[src/rtl/bcd_counter_mod_04.sv]
// Purpose: N-digit packed-BCD modulo counter (0..MAX_BCD) with enable, up/down, preset load and wrap pulses.
// Latency: 1 clk from edge to dout_04/cout_04/bout_04/err_04; tc_04 is combinational (0 clk).
// Backpressure: none; en_04 is a plain step enable, chained stages use cout_04/bout_04 or tc_04 as next en_04.
module bcd_counter_mod_04 #(
    parameter int                    DIGITS  = 2,
    parameter logic [4*DIGITS-1:0]   MAX_BCD = 'h23
) (
    input  logic                   clk_04,
    input  logic                   rst_04,
    input  logic                   en_04,
    input  logic                   up_04,
    input  logic                   load_04,
    input  logic [4*DIGITS-1:0]    din_04,
    output logic [4*DIGITS-1:0]    dout_04,
    output logic                   cout_04,
    output logic                   bout_04,
    output logic                   err_04,
    output logic                   tc_04
);

    localparam int W = 4 * DIGITS;

    // Elaboration-time guards: digit count range and a well-formed BCD terminal value.
    if (DIGITS < 1 || DIGITS > 8) begin : g_bad_digits
        $error("bcd_counter_mod_04: DIGITS must be in 1..8");
    end

    for (genvar g = 0; g < DIGITS; g++) begin : g_chk_max
        if (MAX_BCD[4*g +: 4] > 4'd9) begin : g_bad_nibble
            $error("bcd_counter_mod_04: MAX_BCD has a nibble above 9");
        end
    end

    logic [W-1:0] inc_val;
    logic [W-1:0] dec_val;
    logic         inc_carry;
    logic         dec_borrow;
    logic         din_is_bcd;
    logic         din_le_max;
    logic         din_decided;
    logic         load_ok;
    logic         at_max;
    logic         at_zero;

    assign at_max  = (dout_04 == MAX_BCD);
    assign at_zero = (dout_04 == '0);

    // Look-ahead terminal count so the next stage can enable in this same cycle.
    assign tc_04 = en_04 & ((up_04 & at_max) | (~up_04 & at_zero));

    // Ripple BCD increment and decrement across all digits in one cycle.
    always_comb begin
        inc_val    = dout_04;
        dec_val    = dout_04;
        inc_carry  = 1'b1;
        dec_borrow = 1'b1;
        for (int k = 0; k < DIGITS; k++) begin
            if (inc_carry) begin
                if (dout_04[4*k +: 4] == 4'd9) begin
                    inc_val[4*k +: 4] = 4'd0;
                end else begin
                    inc_val[4*k +: 4] = dout_04[4*k +: 4] + 4'd1;
                    inc_carry         = 1'b0;
                end
            end
            if (dec_borrow) begin
                if (dout_04[4*k +: 4] == 4'd0) begin
                    dec_val[4*k +: 4] = 4'd9;
                end else begin
                    dec_val[4*k +: 4] = dout_04[4*k +: 4] - 4'd1;
                    dec_borrow        = 1'b0;
                end
            end
        end
    end

    // Preset check: every nibble must be a decimal digit, and the value must not exceed
    // the terminal value; magnitude is decided by the first differing digit from the top.
    always_comb begin
        din_is_bcd  = 1'b1;
        din_le_max  = 1'b1;
        din_decided = 1'b0;
        for (int k = DIGITS - 1; k >= 0; k--) begin
            if (din_04[4*k +: 4] > 4'd9) begin
                din_is_bcd = 1'b0;
            end
            if (!din_decided) begin
                if (din_04[4*k +: 4] < MAX_BCD[4*k +: 4]) begin
                    din_decided = 1'b1;
                    din_le_max  = 1'b1;
                end else if (din_04[4*k +: 4] > MAX_BCD[4*k +: 4]) begin
                    din_decided = 1'b1;
                    din_le_max  = 1'b0;
                end
            end
        end
        load_ok = din_is_bcd & din_le_max;
    end

    // Count state and single-cycle pulses; priority is reset, load, count, hold.
    always_ff @(posedge clk_04) begin
        if (rst_04) begin
            dout_04 <= '0;
            cout_04 <= 1'b0;
            bout_04 <= 1'b0;
            err_04  <= 1'b0;
        end else begin
            cout_04 <= 1'b0;
            bout_04 <= 1'b0;
            err_04  <= 1'b0;
            if (load_04) begin
                if (load_ok) begin
                    dout_04 <= din_04;
                end else begin
                    err_04  <= 1'b1;
                end
            end else if (en_04) begin
                if (up_04) begin
                    if (at_max) begin
                        dout_04 <= '0;
                        cout_04 <= 1'b1;
                    end else begin
                        dout_04 <= inc_val;
                    end
                end else begin
                    if (at_zero) begin
                        dout_04 <= MAX_BCD;
                        bout_04 <= 1'b1;
                    end else begin
                        dout_04 <= dec_val;
                    end
                end
            end
        end
    end

endmodule

[config.mk]
export PLATFORM = sky130hd
export DESIGN_NAME = bcd_counter_mod_04
export DESIGN_NICKNAME = d
export VERILOG_FILES = /design/src/rtl/bcd_counter_mod_04.sv
export SDC_FILE = /design/constraint.sdc
export NUM_CORES = 1
export LEC_CHECK = 0
export BUFFER_PORTS_ARGS = -buffer_cell sky130_fd_sc_hd__buf_2
export CAP_MARGIN = 20
export CORE_MARGIN = 2
export CORE_UTILIZATION = 52
export DETAILED_ROUTE_END_ITERATION = 10
export GPL_ROUTABILITY_DRIVEN = 0
export PLACE_DENSITY = 0.87
export SLEW_MARGIN = 25
export SYNTH_ARGS = -nofsm -noshare
export SYNTH_HDL_FRONTEND = slang
export SYNTH_SLANG_ARGS = --single-unit
[constraint.sdc]
create_clock -name clk_04 -period 2 [get_ports clk_04]
set_input_delay 0.3 -clock clk_04 [delete_from_list [all_inputs] [get_ports clk_04]]
set_output_delay 0.3 -clock clk_04 [all_outputs]
set_load 0.005 [all_outputs]
Word level (Yosys, flattened, before mapping)
Index checks and enable logic that the tools add are counted.
W data, S select, Z words.

word-level totals
  output and inout port bits = 12
  flip-flop bits (word level) = 11
  word-level logic and storage cells = 64
  input bits = 13

operators by class
  multiplexer cells = 26
  reductions and logical operators = 10
  eq/ne operators = 5
  $lt $le $gt $ge = 6
  add/sub/neg operators = 4
  bitwise operators = 8

operator list
  operator               count
  $mux W8                6
  $mux W4                6
  $mux W1                14
  $add A4 B1 Y4 const B  2
  $eq A4 B4 Y1 const B   2
  $eq A8 B6 Y1 const B   1
  $gt A4 B2 Y1 const B   2
  $gt A4 B4 Y1 const B   2
  $logic_not A4 Y1       2
  $logic_not A8 Y1       1
  $lt A4 B2 Y1 const B   2
  $reduce_or A4 Y1       2
  $sub A4 B1 Y4 const B  2
  $and A1 B1 Y1          4
  $ne A4 B1 Y1 const B   1
  $reduce_and A4 Y1      1
  $reduce_bool A4 Y1     1
  $not A1 Y1             3
  $ne A2 B1 Y1 const B   1
  $reduce_and A2 Y1      1
  $reduce_bool A2 Y1     1
  $reduce_or A2 Y1       1
  $or A1 B1 Y1           1

Logic depth before layout (Yosys ltp)
  depth after elaboration = 9
  gate-level depth with buffers = 7
  gate-level depth less buffers = 7

Least setup slack after synthesis
Ideal clock, no wire load.

  path kind = register -> register
  start = reg dout_04[4]
  end = reg dout_04[7]
  required time = 1.868 ns
  arrival time = 1.742 ns
  path slack = 0.127 ns
  library setup time = 0.132 ns
  cell stages (with the launch flop) = 8
  buffers on the path = 0
  period minus slack after synthesis = 1.873 ns
  path through = dfxtp_1 inv_1 ha_1 or4b_4 o211ai_2 o2111ai_2 o21ai_0 a21oi_1

between the ends
  cells in the longest elaborated chain, start to end = 7
  elaborated cells on any way between the ends = 18
  classes of those cells = add/sub: 2; eq/ne: 3; mux: 9; reduce/logical: 4

ends and longest elaborated chain
  what                                   RTL line  RTL
  from (decl)                            14        output logic [4*DIGITS-1:0] dout_04,
  from (signal assigned)                 113       dout_04 <= din_04;
  from (signal assigned)                 123       dout_04 <= inc_val;
  from (signal assigned)                 130       dout_04 <= dec_val;
  $sub A4 B1 Y4 (tied with other cells)  70        dec_val[4*k +: 4] = dout_04[4*k +: 4] - 4'd1;
  $mux W4 (on tied branches)             67, 59
  $mux W4 (on tied branches)             66, 58
  $mux W8 (on tied branches)             126, 119
  $mux W8                                118       if (up_04) begin
  $mux W8                                117       end else if (en_04) begin
  $mux W8                                111       if (load_04) begin

Parallel ways exist; a longest one is shown, timed or not. The select of a mux whose other input is x is not followed.
A chain may end at the register's enable or synchronous reset.

Worst setup path after layout
  start = reg dout_04[4]
  end = out tc_04

between the ends
  cells in the longest elaborated chain, start to end = 4
  elaborated cells on any way between the ends = 6
  classes of those cells = eq/ne: 1; bitwise: 4; reduce/logical: 1

ends and longest elaborated chain
  what                                              RTL line  RTL
  $eq A8 B6 Y1 or $logic_not A8 Y1 (tied branches)  45, 46
  $and A1 B1 Y1                                     49        assign tc_04 = en_04 & ((up_04 & at_max) | (~up_04 & at_zero));
  $or A1 B1 Y1 *                                    49
  $and A1 B1 Y1 *                                   49
  to (decl)                                         18        output logic tc_04

Every way passes the cells marked *; elsewhere a longest branch is shown, timed or not.

==> results.cfg <==
[timing]
worst_clock_skew_ps = 4.800
period_share_pct = 102.9
slew_violations = 0
hold_violations = 0
worst_pin_slew_ps = 382.9
rsz0062_at_grt = yes
fmax_mhz = 486.1
layout_setup_ws_ps = -57.26
setup_violations = 4
layout_min_cycle_time_ps = 2057
max_slew_margin_pct = 74.44

[floorplan]
die_area_um2 = 2323
row_count = 15
start_util_pct = 56.98
coreArea_um2 = 1783
die_y_um = 48.20
die_x_um = 48.20
pin_count = 25

[yosys]
netlist_top_cells_area = dfxtp_1 22%, ha_1 9.9%, o21ai_0 6.4%
synthTopCellsByCount = 14 x nor2_1, 13 x o21ai_0, 11 x dfxtp_1
synth_edf_count = 0
synth-async-reset-ratio_pct = 0
synth_nets = 152
post-synth-top-area-cell = dfxtp_1
yosys_warnings = 0
ys.flop_type = dfxtp_1
avgSynthCellArea_um2 = 7.756
ys_ff_latch = 11
synth.distinct_cells = 41
yosys.area.top_type_share_pct = 21.67
syn-cell-area_um2 = 1016
yosysMostFrequentCell = nor2_1
seq_area_frac_synth_pct = 21.67
netlist_instances = 131

[layout]
n_antenna_cell = 0
drive_above_1_share_pct = 34.76
fill_cells = 146
final_util_pct = 73.96
syn2layout_area_growth_pct = 29.80
fin_area_um2 = 1319
final_nets = 186

[clock_network]
cts.hold.buffers_added = 0
clockRootBuffer = clkbuf_4
clk_latency_ps = 280
tritoncts = yes
clock-sinks = 11
numCtsBuffers = 3
cts_buffer_depth = 2
htreeDepth = 1
clkTransAtPathRegs_ps = 80

[drt]
first_pass_iters = 7
wire_per_inst_um = 16.79
via_count = 1223
totalWireLength_mm = 3.173
antenna_left = 0
drtIter0Drc = 77
vias_per_cell = 6.471
remaining_drc_errors = 0

[global_route]
grtUsageTotal_pct = 31.05
grt_pass1_vias = 1103
antenna_found_initial = 0
grt_overflow = 0
grt_pass1_wl_mm = 4.926
grt_start_max_net_pins = 18

[power_and_ir_drop]
total_power_mw = 0.7315
irDropWorstVdd_mv = 0.5225
powerDensity_nw_per_um2 = 554.7
leakage_nw = 0.5541

[job]
max_cap_violations = 0

[critical_path]
r2r_cells = 8
timing_worst_setup_path_type = flop to output port
worst_ep_required_time_ps = 1700
r2r_start = dout_04[4]$_SDFFE_PP0P_
cp-end-kind = output port
crit_start = dout_04[4]$_SDFFE_PP0P_
crit_slowest_cell = or4b_4
cp-start-kind = flop
path_cells = inv_2, ha_4, or4b_4, nor2_4, nand2_1, o21ai_1, and2_1, buf_2
rr_endpoint = dout_04[7]$_SDFFE_PP0P_
r2r_slack_ps = -50
cp_max_fo = 3
crit_arrival_ps = 1760
cpPeakStageDelay_ps = 480
endpoint = tc_04

[placement]
dpl.hpwl_mm = 2.244
io_buffer_count = 24
post_dp_cell_area_um2 = 1194

[min_path]
min_from = en_04
hp-class = input port to flop

[outcome]
outcome = finished with violations
violations = negative setup slack
-- registers in the layout, indices dropped and copies added, names as in the netlist --
| register | flops |
|---|---|
| bout_04 | 1 |
| cout_04 | 1 |
| dout_04 | 8 |
| err_04 | 1 |
-- report_power, final --
part | switching (mW) | leakage (nW) | internal [mW]
registers | 0.0180 | 0.0910 | 0.233
logic | 0.170 | 0.448 | 0.146
clock network | 0.0863 | 0.0150 | 0.0776
-- cell families after synthesis --
kind of cell	count (synthesis)	share of synthesized area (%)
multiplexers	3	3.079
buffers and inverters	11	4.802
AND/OR/NAND/NOR	52	28.69
adder cells (fa/ha/maj)	8	9.853
flip-flops	11	21.67
AO/OA/AOI/OAI	46	31.90
-- area by class of cell --
| type | count | area [µm²] | share of cell area [%] |
|---|---|---|---|
| tap | 25 | 31.28 | 2.372 |
| multi-input combinational | 109 | 810.8 | 61.48 |
| inverter | 4 | 15.01 | 1.139 |
| clock buffer | 4 | 26.28 | 1.992 |
| sequential | 11 | 225.2 | 17.08 |
| timing repair buffer | 36 | 210.2 | 15.94 |
-- repair_timing --
item                                    4_1_cts  5_1_grt
endpoints found under the setup margin        1        6
setup buffers                                 3        1
cloned                                        0        0
gates resized for setup                      11        7
pin swaps                                     3        1
-- layer usage --
| metal | track usage (%) | part of all wire (%) | up-vias |
|---|---|---|---|
| met3 | 8.148 | 9.4 | 25 |
| met4 | 15.14 | 4.1 | 0 |
| li1 | - | - | 559 |
| met1 | 36.73 | 39 | 555 |
| met2 | 51.58 | 48 | 84 |
| met5 | 0 | 0 | - |
-- worst max-delay path: cells and delay by family (launching register included) --
family,cells,cell delay [ps]
buffers and inverters,2,180
DFF,1,330
AOI/OAI and AO/OA,1,70
adders and majority gates,1,130
and+or+nand+nor,4,770
-- layout by cell type, fill, tap and decap left out, types with 2 or more instances in the layout --
| cell | count |
|---|---|
| nand3b_1 | 2 |
| ha_1 | 7 |
| a221oi_2 | 2 |
| o32ai_1 | 2 |
| and2_1 | 2 |
| nor3_1 | 2 |
| nand2b_1 | 7 |
| nand2_1 | 8 |
| a211oi_1 | 3 |
| nor2b_1 | 5 |
| nor3b_4 | 2 |
| mux2i_1 | 2 |
| o211ai_1 | 3 |
| o21ai_1 | 2 |
| clkbuf_4 | 3 |
| o21a_1 | 2 |
| inv_1 | 2 |
| inv_2 | 2 |
| or2_2 | 2 |
| buf_2 | 24 |
| dfxtp_1 | 9 |
| nand3_1 | 2 |
| a21oi_1 | 8 |
| buf_4 | 12 |
| o21ai_0 | 11 |
| o31ai_1 | 2 |
| nor2_1 | 12 |
-- stage by stage --
stage	TNS (ps)	setup slack (ps)	hold slack [ps]	std cells
after CTS	-52.11	-52.11	314.7	188
after global routing	-560.1	-138.0	306.0	189
after detailed placement	0	35.15	542.6	181
final	-140.5	-57.26	310.4	189
after global placement	0	116.0	513.3	181
after floorplan	0	126.5	457.3	131
-- worst min path at each step --
stage	end	slack, ps	cells past startpoint
floorplan	err_04$_SDFF_PP0_	460	2
global placement	dout_04[0]$_SDFFE_PP0P_	510	2
detailed placement	dout_04[0]$_SDFFE_PP0P_	540	2
CTS	bout_04$_SDFF_PP0_	310	2
global route	bout_04$_SDFF_PP0_	310	2
finish	bout_04$_SDFF_PP0_	310	2
Power figures use the tool's default switching activity.
